<file path="config.mk">
export PLATFORM = sky130hd
export DESIGN_NAME = video_timing_gen
export DESIGN_NICKNAME = d
export VERILOG_FILES = /design/src/rtl/video_timing_gen.sv
export SDC_FILE = /design/constraint.sdc
export NUM_CORES = 1
export LEC_CHECK = 0
export ABC_AREA = 1
export CAP_MARGIN = 0
export CORE_MARGIN = 3
export CORE_UTILIZATION = 27
export DETAILED_ROUTE_END_ITERATION = 8
export PLACE_DENSITY = 0.48
export SETUP_SLACK_MARGIN = 0.5
export SLEW_MARGIN = 25
export SYNTH_ARGS = -nofsm -noshare
export SYNTH_HDL_FRONTEND = slang
export SYNTH_SLANG_ARGS = --single-unit
</file>
<file path="constraint.sdc">
create_clock -name clk -period 2.2 [get_ports clk]
set_clock_uncertainty 0.2 [all_clocks]
set_input_delay 0.33 -clock clk [delete_from_list [all_inputs] [get_ports clk]]
set_output_delay 0.33 -clock clk [all_outputs]
set_load 0.1 [all_outputs]
</file>
<file path="src/rtl/video_timing_gen.sv">
// Raster timing generator: pixel clock enable, coordinates, blanking and syncs, NTSC/PAL and 31 kHz scandoubled.
// Define VIDEO_TIMING_INTERLACE_EN to enable field toggling and the odd-field extra line / half-line VSync.
module video_timing_gen #(
  parameter int unsigned H_ACTIVE  = 320,
  parameter int unsigned H_FP      = 8,
  parameter int unsigned H_SYNC    = 32,
  parameter int unsigned H_BP      = 40,
  parameter int unsigned V_ACTIVE  = 240,
  parameter int unsigned V_SYNC    = 4,
  parameter int unsigned V_FP_NTSC = 4,
  parameter int unsigned V_BP_NTSC = 14,
  parameter int unsigned V_FP_PAL  = 27,
  parameter int unsigned V_BP_PAL  = 41
) (
  input  logic       clk,
  input  logic       reset,
  input  logic       pal,
  input  logic       scandouble,
  output logic       ce_pix,
  output logic [8:0] hcount,
  output logic [8:0] vcount,
  output logic       HBlank,
  output logic       HSync,
  output logic       VBlank,
  output logic       VSync,
  output logic       frame_start,
  output logic       field
);

  localparam int unsigned H_TOTAL = H_ACTIVE + H_FP + H_SYNC + H_BP;
  localparam logic [8:0] H_LAST  = 9'(H_TOTAL - 1);
  localparam logic [8:0] HA      = 9'(H_ACTIVE);
  localparam logic [8:0] HS_BEG  = 9'(H_ACTIVE + H_FP);
  localparam logic [8:0] HS_END  = 9'(H_ACTIVE + H_FP + H_SYNC);
  localparam logic [9:0] VT_NTSC = 10'(V_ACTIVE + V_FP_NTSC + V_SYNC + V_BP_NTSC);
  localparam logic [9:0] VT_PAL  = 10'(V_ACTIVE + V_FP_PAL + V_SYNC + V_BP_PAL);
  localparam logic [8:0] VA      = 9'(V_ACTIVE);
  localparam logic [8:0] VS_NTSC = 9'(V_ACTIVE + V_FP_NTSC);
  localparam logic [8:0] VS_PAL  = 9'(V_ACTIVE + V_FP_PAL);
  localparam logic [8:0] VSW     = 9'(V_SYNC);
`ifdef VIDEO_TIMING_INTERLACE_EN
  localparam logic [8:0] H_HALF  = 9'(H_TOTAL / 2);
`endif

  logic [1:0] div;
  logic [8:0] h_pos;      // pixel presented at the next ce
  logic [9:0] line_pos;   // physical line, doubled range in scandouble
  logic       pal_s, sd_s, field_q;

  logic       tick, h_wrap, l_wrap, vsync_cur;
  logic [9:0] v_total, line_last;
  logic [8:0] v_cur, vs_beg;

  always_comb begin
    tick    = sd_s ? ~div[0] : (div == 2'd2);
    v_total = pal_s ? VT_PAL : VT_NTSC;
`ifdef VIDEO_TIMING_INTERLACE_EN
    if (field_q && !sd_s) v_total = v_total + 10'd1;
`endif
    line_last = sd_s ? ({v_total[8:0], 1'b0} - 10'd1) : (v_total - 10'd1);
    v_cur     = sd_s ? line_pos[9:1] : line_pos[8:0];
    vs_beg    = pal_s ? VS_PAL : VS_NTSC;
    h_wrap    = (h_pos == H_LAST);
    l_wrap    = (line_pos == line_last);
    vsync_cur = (v_cur >= vs_beg) && (v_cur < vs_beg + VSW);
`ifdef VIDEO_TIMING_INTERLACE_EN
    // Odd field starts VSync half-way through its first sync line
    if (field_q && !sd_s && (v_cur == vs_beg) && (h_pos < H_HALF)) vsync_cur = 1'b0;
`endif
  end

  // Outputs are loaded from the pending position on the edge that raises ce_pix,
  // so they describe the current pixel exactly while ce_pix is high.
  always_ff @(posedge clk) begin
    if (reset) begin
      div         <= '0;
      h_pos       <= '0;
      line_pos    <= '0;
      field_q     <= 1'b0;
      pal_s       <= pal;
      sd_s        <= scandouble;
      ce_pix      <= 1'b0;
      hcount      <= '0;
      vcount      <= '0;
      HBlank      <= 1'b0;
      HSync       <= 1'b0;
      VBlank      <= 1'b0;
      VSync       <= 1'b0;
      frame_start <= 1'b0;
      field       <= 1'b0;
    end else begin
      div         <= div + 2'd1;
      ce_pix      <= tick;
      frame_start <= 1'b0;
      if (tick) begin
        hcount      <= h_pos;
        vcount      <= v_cur;
        HBlank      <= (h_pos >= HA);
        HSync       <= (h_pos >= HS_BEG) && (h_pos < HS_END);
        VBlank      <= (v_cur >= VA);
        VSync       <= vsync_cur;
        field       <= field_q;
        frame_start <= (h_pos == '0) && (line_pos == '0);
        if (h_wrap) begin
          h_pos <= '0;
          if (l_wrap) begin
            line_pos <= '0;
            pal_s    <= pal;
            sd_s     <= scandouble;
`ifdef VIDEO_TIMING_INTERLACE_EN
            field_q  <= ~field_q;
`endif
          end else begin
            line_pos <= line_pos + 10'd1;
          end
        end else begin
          h_pos <= h_pos + 9'd1;
        end
      end
    end
  end

endmodule

</file>
# After elaboration in Yosys (flattened, before gate mapping)
# Index checks and enable logic that the tools add are counted.
# word_totals
reg_bits	47
inputBits	4
output_inout_bits	25
wordCells	56
# classes
add_sub_neg	6
n_lt_le_gt_ge	6
eq_ne	3
mux	15
n_bitwise	2
reduce_logical	11
# ops
cell	n
2-to-1 mux 9 bit	3
2-to-1 mux 10 bit	2
greater-or-equal comparator 9 bit (second input constant)	2
adder 10 x 1 -> 10 bit (second input constant)	1
equality test 10 bit	1
logical NOT 10 bit	1
subtractor 10 x 1 -> 10 bit (second input constant)	1
subtractor 9 x 1 -> 10 bit (second input constant)	1
adder 9 x 1 -> 9 bit (second input constant)	1
adder 9 x 3 -> 9 bit (second input constant)	1
equality test 9 bit (second input constant)	1
greater-or-equal comparator 9 x 8 -> 1 bit (second input constant)	1
greater-or-equal comparator 9 bit	1
logical NOT 9 bit	1
< comparator 9 bit	1
< comparator 9 bit (second input constant)	1
2-to-1 mux 1 bit	9
2-to-1 mux 6 bit	1
nonzero test 2 bit	3
logical AND 1 bit	3
AND reduction 3 bit	1
adder 2 x 1 -> 2 bit (second input constant)	1
equality test 2 bit (second input constant)	1
inverter 1 bit	2
other kinds (2)	2

# Longest topological paths before layout
# Gate-level depths: netlist of run 1.
# depth
depth_word	8
mapped_depth	14
ltp_nobuf	13

# Worst setup path after synthesis of run 1
# No wires, ideal clock.
# synth_path
path_type	reg-to-reg
from	register sd_s
to	register VSync
setup_ns	0.071
arrival_ns	1.565
t_required_ns	1.929
slack_ns	0.364
path_stages_with_launch	12
n_path_buf	2
synth_period_minus_slack_ns	1.836
path_cell_list	edfxtp_1 buf_6 buf_6 o21ai_0 ha_1 nand2_1 nand2_1 nand2_1 nand2_1 a21oi_1 nand2_1 a21oi_1
# synth_between
elab_chain_len	3
word_cells_on_any_way	5
cone_classes	order compare: 2; mux: 2; reduce/logical: 1
# synth_rtl
item	line_no	text
start: declaration	48	logic pal_s, sd_s, field_q;
start signal: assignment	81	sd_s <= scandouble;
start signal: assignment	109	sd_s <= scandouble;
2-to-1 mux 9 bit *	61	v_cur = sd_s ? line_pos[9:1] : line_pos[8:0];
named net v_cur[1]	52	logic [8:0] v_cur, vs_beg;
greater-or-equal comparator 9 bit / < comparator 9 bit (equally long branches)	65	vsync_cur = (v_cur >= vs_beg) && (v_cur < vs_beg + VSW);
logical AND 1 bit *	65	
end signal: assignment	101	VSync <= vsync_cur;
end: declaration	25	output logic VSync,
# Mark *: on every way through the listed nets, which the timed path passes. The rest lies on a longest branch.
# A chain may end at the register's enable or synchronous reset.

# Worst setup path in the final report of run 1
# layout_path
from	register sd_s
to	register pal_s (enable)
# layout_between
elab_chain_len	4
word_cells_on_any_way	6
cone_classes	eq/ne: 1; mux: 2; reduce/logical: 3
# layout_rtl
item	line_no	text
2-to-1 mux 10 bit	60	line_last = sd_s ? ({v_total[8:0], 1'b0} - 10'd1) : (v_total - 10'd1);
equality test 10 bit	64	l_wrap = (line_pos == line_last);
nonzero test 2 bit (no line)	n/a	
AND reduction 3 bit (no line) *	n/a	
end signal: assignment	80	pal_s <= pal;
end signal: assignment	108	pal_s <= pal;
end: declaration	48	
# Every way passes the cells marked *; elsewhere a longest branch is shown, timed or not.

==> impl_metrics.csv, run 1 <==
group,metric,value,unit
run_status,run_status,"finished, final reports clean",
floorplanning,die_w,102,um
drt,vias_per_cell,4.61,
global_routing,grt_pass1_vias,2279,
placement,place_congestion,0.808,
floorplanning,start_util,28.3,%
critical_path,cp_max_fo,8,
timing,tns,0,ns
global_routing,grt_max_degree,17,
clocking,htreeDepth,2,
global_routing,grt_usage,13.6,%
drt,met3_length,251,um
global_routing,grt_overflow,0,
critical_path,cp_slowest_stage_delay,0.45,ns
global_routing,grt_pass1_wl,11300,um
synthesis,synth_simple_gate_area_share,31.0,%
critical_path,end_kind,"register",
floorplanning,die-area,10500,um2
synthesis,synth_cell_type_count,32,
clocking,clockBufferDepth,2,
synthesis,synth.net_count,372,
floorplanning,ioPinCount,29,
finish,num_antenna_cells,0,
synthesis,synth_mux_area_share,0,%
critical_path,crit_required,2.03,ns
finish,drive_gt1_share,34.0,%
synthesis,yosys_warnings,0,
critical_path,arrival,1.86,ns
timing,rsz0062_at_grt,"yes",
drt,route.detailed.drc,0,
power,leakagePower,1.62,nW
finish,final_cell_count_no_fill,529,
finish,fin_nets,440,
drt,drt-initial-drc-count,116,
drt,route.vias.total,2439,
synthesis,synth_seq_cells,47,
timing,fin_crit_sh,92.3,%
synthesis,netlist_area,2510,um2
global_routing,antenna_found_initial,0,
power,power,2.20,mW
clocking,clk_latency,0.31,ns
drt,met1Wirelength,3400,um
finish,syn_to_final_growth,45.2,%
clocking,cts_tree,"done",
critical_path,crit_buf_inv,5,
drt,highest_layer,"met4",
critical_path,reg2reg_slack,0.17,ns
drt,post_drt_wl_per_cell,13.2,um
synthesis,avgSynthCellArea,7.12,um2
drt,drt-total-wl,6990,um
placement,dp_cells,483,
flow_run,drv_cap,0,
synthesis,yosysSeqAreaShare,38.3,%
clocking,clkSinkCount,47,
timing,period_needed,2.03,ns
synthesis,syn-instance-count,352,
clocking,cts_buffers,5,
critical_path,cp_slowest_cell,"edfxtp_1",
timing,finalHoldViolCount,0,
synthesis,synth-adder-area-share,7.99,%
critical_path,critical_path.cell_chain,"buf_12, buf_4, nand2_4, o21ai_4, inv_4, nand3_4, buf_4, o21ai_4, buf_12",
placement,dp_hpwl,4690,um
floorplanning,die_h,102,um
placement,port_buffers,27,
floorplanning,fp-row-count,34,
power,ir_drop,0.000253,V
critical_path,cpLargestDelayFamily,"buffers and inverters",
drt,postRouteAntennaNets,0,
finish,fin_util,41.1,%
synthesis,synthXorXnorAreaFrac,1.05,%
timing,slew_headroom,66.8,%
clocking,cts_hold_buf,0,
power,p_per_area,604,nW/um2
timing,drv_slew,0,
critical_path,cp-start-kind,"register",
synthesis,synth_compound_area_share,12.2,%
timing,setup_viol,0,
timing,fmax,492,MHz
drt,dr_wl_met2,3200,um
timing,worst_pin_slew,0.495,ns
clocking,clkSlewWorstSetupHoldPaths,0.09,ns
hold_path,hold_path.class,"reg -> reg",
clocking,root_buffer,"clkbuf_8",
synthesis,synth_top_family_by_area,"simple AND/OR/NAND/NOR gates",
drt,dr.pass1.iters,4,
critical_path,critPathKind,"reg -> reg",
floorplanning,coreArea,8850,um2
## cell usage in the layout, fill, tap and decap left out, drive strengths merged, types with 2 or more instances in the layout
cell	synthesis	final
clkbuf	3	8
clkdlybuf4s50	0	3
ha	16	16
a21oi	18	18
nand2	91	91
buf	8	66
dfxtp	45	45
xor2	3	3
nand4	8	8
nor3	10	10
a31oi	2	2
nor2	55	55
edfxtp	2	2
nand3	14	14
o21ai	21	21
inv	43	44
a211oi	7	7
o21a	2	2
## cells in the mapped netlist, drive strengths merged
cell / number / share of area, %
nand2: 91 / 14
nor2: 55 / 9.0
dfxtp: 45 / 36
inv: 43 / 6.5
o21ai: 21 / 5.1
a21oi: 18 / 3.6
ha: 16 / 8.0
nand3: 14 / 3.3
nor3: 10 / 2.2
buf: 8 / 2.3
nand4: 8 / 2.0
a211oi: 7 / 2.1
clkbuf: 3 / 0.45
xor2: 3 / 1.0
a31oi: 2 / 0.50
edfxtp: 2 / 2.4
o21a: 2 / 0.60
conb: 1 / 0.15
nand3b: 1 / 0.30
nor4: 1 / 0.25
o21bai: 1 / 0.30
## metrics by stage
step | worst slack [ns] | instance area (um2) | hold WS, ns
4_1_cts | 0.201 | 3260 | 0.241
6_report | 0.169 | 3640 | 0.262
2_1_floorplan | 0.394 | 2510 | 0.214
5_1_grt | 0.0655 | 3640 | 0.270
3_5_place_dp | 0.218 | 2870 | 0.256
3_3_place_gp | 0.216 | 2870 | 0.253
## area by class of cell
class / count / area (um2)
Clock buffer: 5 / 68.8
Clock inverter: 3 / 47.5
Fill cell: 914 / 5210
Inverter: 43 / 174
Multi-Input combinational cell: 251 / 1550
Sequential cell: 47 / 965
Tap cell: 108 / 135
Timing Repair Buffer: 72 / 702
## registers in the layout, indices dropped and copies added, names as in the netlist, 2 cells and up
name / count
line_pos: 10
hcount: 9
h_pos: 9
vcount: 9
div: 2
## per-layer routing
layer  track usage, %  up-vias
li1                 -     1266
met1             18.4     1106
met2             21.8       55
met3             1.91       12
met4             5.15        0
met5                0        -
## cell families after synthesis
family / after synthesis
adder cells (fa/ha/maj): 16
other: 1
AND/OR/NAND/NOR: 180
buffers and inverters: 54
XOR/XNOR: 3
flip-flops: 47
AO/OA/AOI/OAI: 51
## path summary, 6_finish.rpt
path | from | end | cells after the start
setup reg to reg | sd_s | pal_s | 9
setup / recovery | sd_s | pal_s | 9
hold / removal | div[0] | div[0] | 1
hold reg to reg | div[0] | div[0] | 1
## report_power, final
part / switching (mW) / leakage, nW / total, mW / internal, mW
registers: 0.0299 / 0.388 / 0.928 / 0.898
logic: 0.397 / 1.17 / 0.596 / 0.199
clock network: 0.330 / 0.0587 / 0.675 / 0.345
## what timing repair did
| item | 4_1_cts | 5_1_grt |
|---|---|---|
| setup endpoints to repair | 40 | 41 |
| setup buffers | 19 | 15 |
| resized for setup | 21 | 61 |
| cloned | 1 | 3 |
| pin swaps | 6 | 27 |
(Power assumes the default switching activity.)
==> run 2, diff against run 1 <==
--- a/config.mk
+++ b/config.mk
@@ -8,9 +8,9 @@
 export ABC_AREA = 1
 export CAP_MARGIN = 0
 export CORE_MARGIN = 3
-export CORE_UTILIZATION = 27
+export CORE_UTILIZATION = 55
 export DETAILED_ROUTE_END_ITERATION = 8
-export PLACE_DENSITY = 0.48
+export PLACE_DENSITY = 0.83
 export SETUP_SLACK_MARGIN = 0.5
 export SLEW_MARGIN = 25
 export SYNTH_ARGS = -nofsm -noshare
==> run 2 against run 1 <==
  * Non-clock buffer count decreased by 15
  * Total power decreased by 3.6%
  * First-iteration DRC count increased to 2.8 times the previous value
  * Sequential cell count unchanged
  * Die area decreased by 48%
  * Routed wire length increased by 15%
  * Final cell count decreased by 14%
  * Register-to-register slack got worse by 0.098 ns
  * Count of clock-buffer cells in the layout increased by 1
  * Critical path type unchanged
  * Largest cell class unchanged
  * Highest routed layer unchanged
==> impl_metrics.csv, run 2 (synthesis results as in run 1) <==
group,metric,value,unit
run_status,run_status,"finished, final reports clean",
placement,place_congestion,0.918,
clocking,root_buffer,"clkbuf_8",
clocking,clkSinkCount,47,
finish,drive_gt1_share,32.0,%
timing,rsz0062_at_grt,"yes",
critical_path,cp-start-kind,"register",
critical_path,cp_max_fo,3,
timing,drv_slew,0,
drt,drt-total-wl,8020,um
floorplanning,start_util,59.6,%
global_routing,antenna_found_initial,0,
power,leakagePower,1.52,nW
placement,dp_hpwl,4300,um
timing,fmax,470,MHz
finish,final_common_cell,"nand2_1",
critical_path,critPathKind,"reg -> reg",
finish,fin_nets,425,
critical_path,critical_path.cell_chain,"buf_6, buf_4, nand2_2, nand2_1, ha_1, inv_1, nand2_1, nor3_1, nand3_1, a21oi_2, nand2_2, a21oi_2",
hold_path,hold_end,"HBlank",
clocking,clockBufferDepth,2,
timing,setup_viol,0,
clocking,clkSlewWorstSetupHoldPaths,0.09,ns
timing,fin_crit_sh,96.8,%
critical_path,reg2reg_slack,0.07,ns
finish,fillCellCount,227,
critical_path,r2r_cells,12,
floorplanning,die-area,5400,um2
hold_path,min_from,"HBlank",
floorplanning,die_w,73.5,um
global_routing,grt_pass1_wl,12000,um
floorplanning,fp-row-count,23,
critical_path,crit_required,2.24,ns
drt,drt-initial-drc-count,319,
drt,post_drt_wl_per_cell,17.6,um
timing,finalHoldViolCount,0,
critical_path,arrival,2.17,ns
drt,route.detailed.drc,0,
clocking,clk_latency,0.32,ns
global_routing,grt_overflow,0,
power,ir_drop,0.000430,V
timing,period_needed,2.13,ns
floorplanning,ioPinCount,29,
global_routing,grt_usage,28.7,%
floorplanning,die_h,73.5,um
clocking,htreeDepth,2,
finish,mostFrequentLayoutCells,"nand2_1, dfxtp_1, inv_1, nor2_1, buf_4",
hold_path,worstHoldPathCells,2,
global_routing,grt_pass1_vias,2484,
finish,num_antenna_cells,0,
critical_path,worstReg2RegEnd,"VSync",
finish,multi_input_area,1540,um2
critical_path,end_kind,"register",
clocking,cts_buffers,5,
placement,detailed_place.area,2790,um2
flow_run,drv_cap,0,
clocking,cts_tree,"done",
clocking,cts_hold_buf,0,
finish,final_cell_count_no_fill,456,
finish,top_register,"line_pos",
drt,postRouteAntennaNets,0,
power,p_per_area,622,nW/um2
hold_path,hold_path.class,"reg -> reg",
finish,syn_to_final_growth,36.0,%
finish,regArea,965,um2
global_routing,grt_max_degree,16,
drt,vias_per_cell,6.03,
critical_path,cp_slowest_stage_delay,0.43,ns
finish,largest_reg_flops,10,
drt,dr.pass1.iters,5,
placement,dp_cells,427,
floorplanning,coreArea,4200,um2
drt,route.vias.total,2751,
critical_path,r2r-start,"sd_s",
critical_path,cp_slowest_cell,"edfxtp_1",
finish,fin_area,3410,um2
placement,port_buffers,27,
## run 2: cell types whose count changed in the layout (fill, tap and decap cells not counted), moves of 4 or more
cell     before  now
nand2_2       6   19
o21ai_2       7    3
buf_4        55   37
nand2_1      78   71
nand2_4       7    1
o21ai_0       6   13
buf_6         5   11
## run 2: layout make-up
class	count	area share, %
Multi-Input combinational cell	251	45.3
Sequential cell	47	28.3
Timing Repair Buffer	57	16.7
Inverter	43	5.03
Clock buffer	6	2.42
Tap cell	50	1.84
Clock inverter	2	0.404
## run 2: worst max-delay path by stage
stage | startpoint | end | cells after the start
2_1_floorplan | sd_s | VSync | 12
3_3_place_gp | sd_s | VSync | 12
3_5_place_dp | sd_s | VSync | 12
4_1_cts | sd_s | VSync | 11
5_1_grt | sd_s | VSync | 12
6_report | sd_s | VSync | 12
## run 2: critical path: cells and delay by family (launching register included)
| kind | cells | cell delay (ns) |
|---|---|---|
| and+or+nand+nor | 6 | 0.63 |
| DFF | 1 | 0.43 |
| buffers and inverters | 3 | 0.34 |
| AOI/OAI and AO/OA | 2 | 0.28 |
| adders and majority gates | 1 | 0.19 |
## run 2: power by group
part,internal [mW],switching (mW)
clock,0.258,0.318
combinational,0.196,0.418
sequential,0.897,0.0345
total,1.35,0.770
## run 2: per-stage QoR
stage	utilization [%]	total power, mW	hold slack [ns]	TNS [ns]	setup slack [ns]
final	81.1	2.12	0.265	0	0.0710
after global routing	81.1	2.18	0.296	-0.0669	-0.0581
after CTS	78.9	2.06	0.270	0	0.250
after detailed placement	66.3	1.39	0.259	0	0.0841
after global placement	66.3	1.39	0.256	0	0.152
after floorplan	-	1.30	0.214	0	0.394
## run 2: layer usage
layer	wire length, um	global-route usage (%)	vias up
li1	-	-	1236
met1	3110	38.5	1268
met2	3700	45.7	207
met3	828	5.34	40
met4	373	11.3	0
met5	0	0	-
## run 2: repair_timing
item	4_1_cts	5_1_grt
cloned	3	0
pin swaps	23	14
buffers inserted	16	2
gates resized for setup	63	21
endpoints found under the setup margin	36	45
==> run 3, diff against run 2 <==
--- a/config.mk
+++ b/config.mk
@@ -6,7 +6,6 @@
 export NUM_CORES = 1
 export LEC_CHECK = 0
 export ABC_AREA = 1
-export CAP_MARGIN = 0
 export CORE_MARGIN = 3
 export CORE_UTILIZATION = 55
 export DETAILED_ROUTE_END_ITERATION = 8
==> results of run 3 <==
Final layout, timing and power as in run 2 (identical DEF).
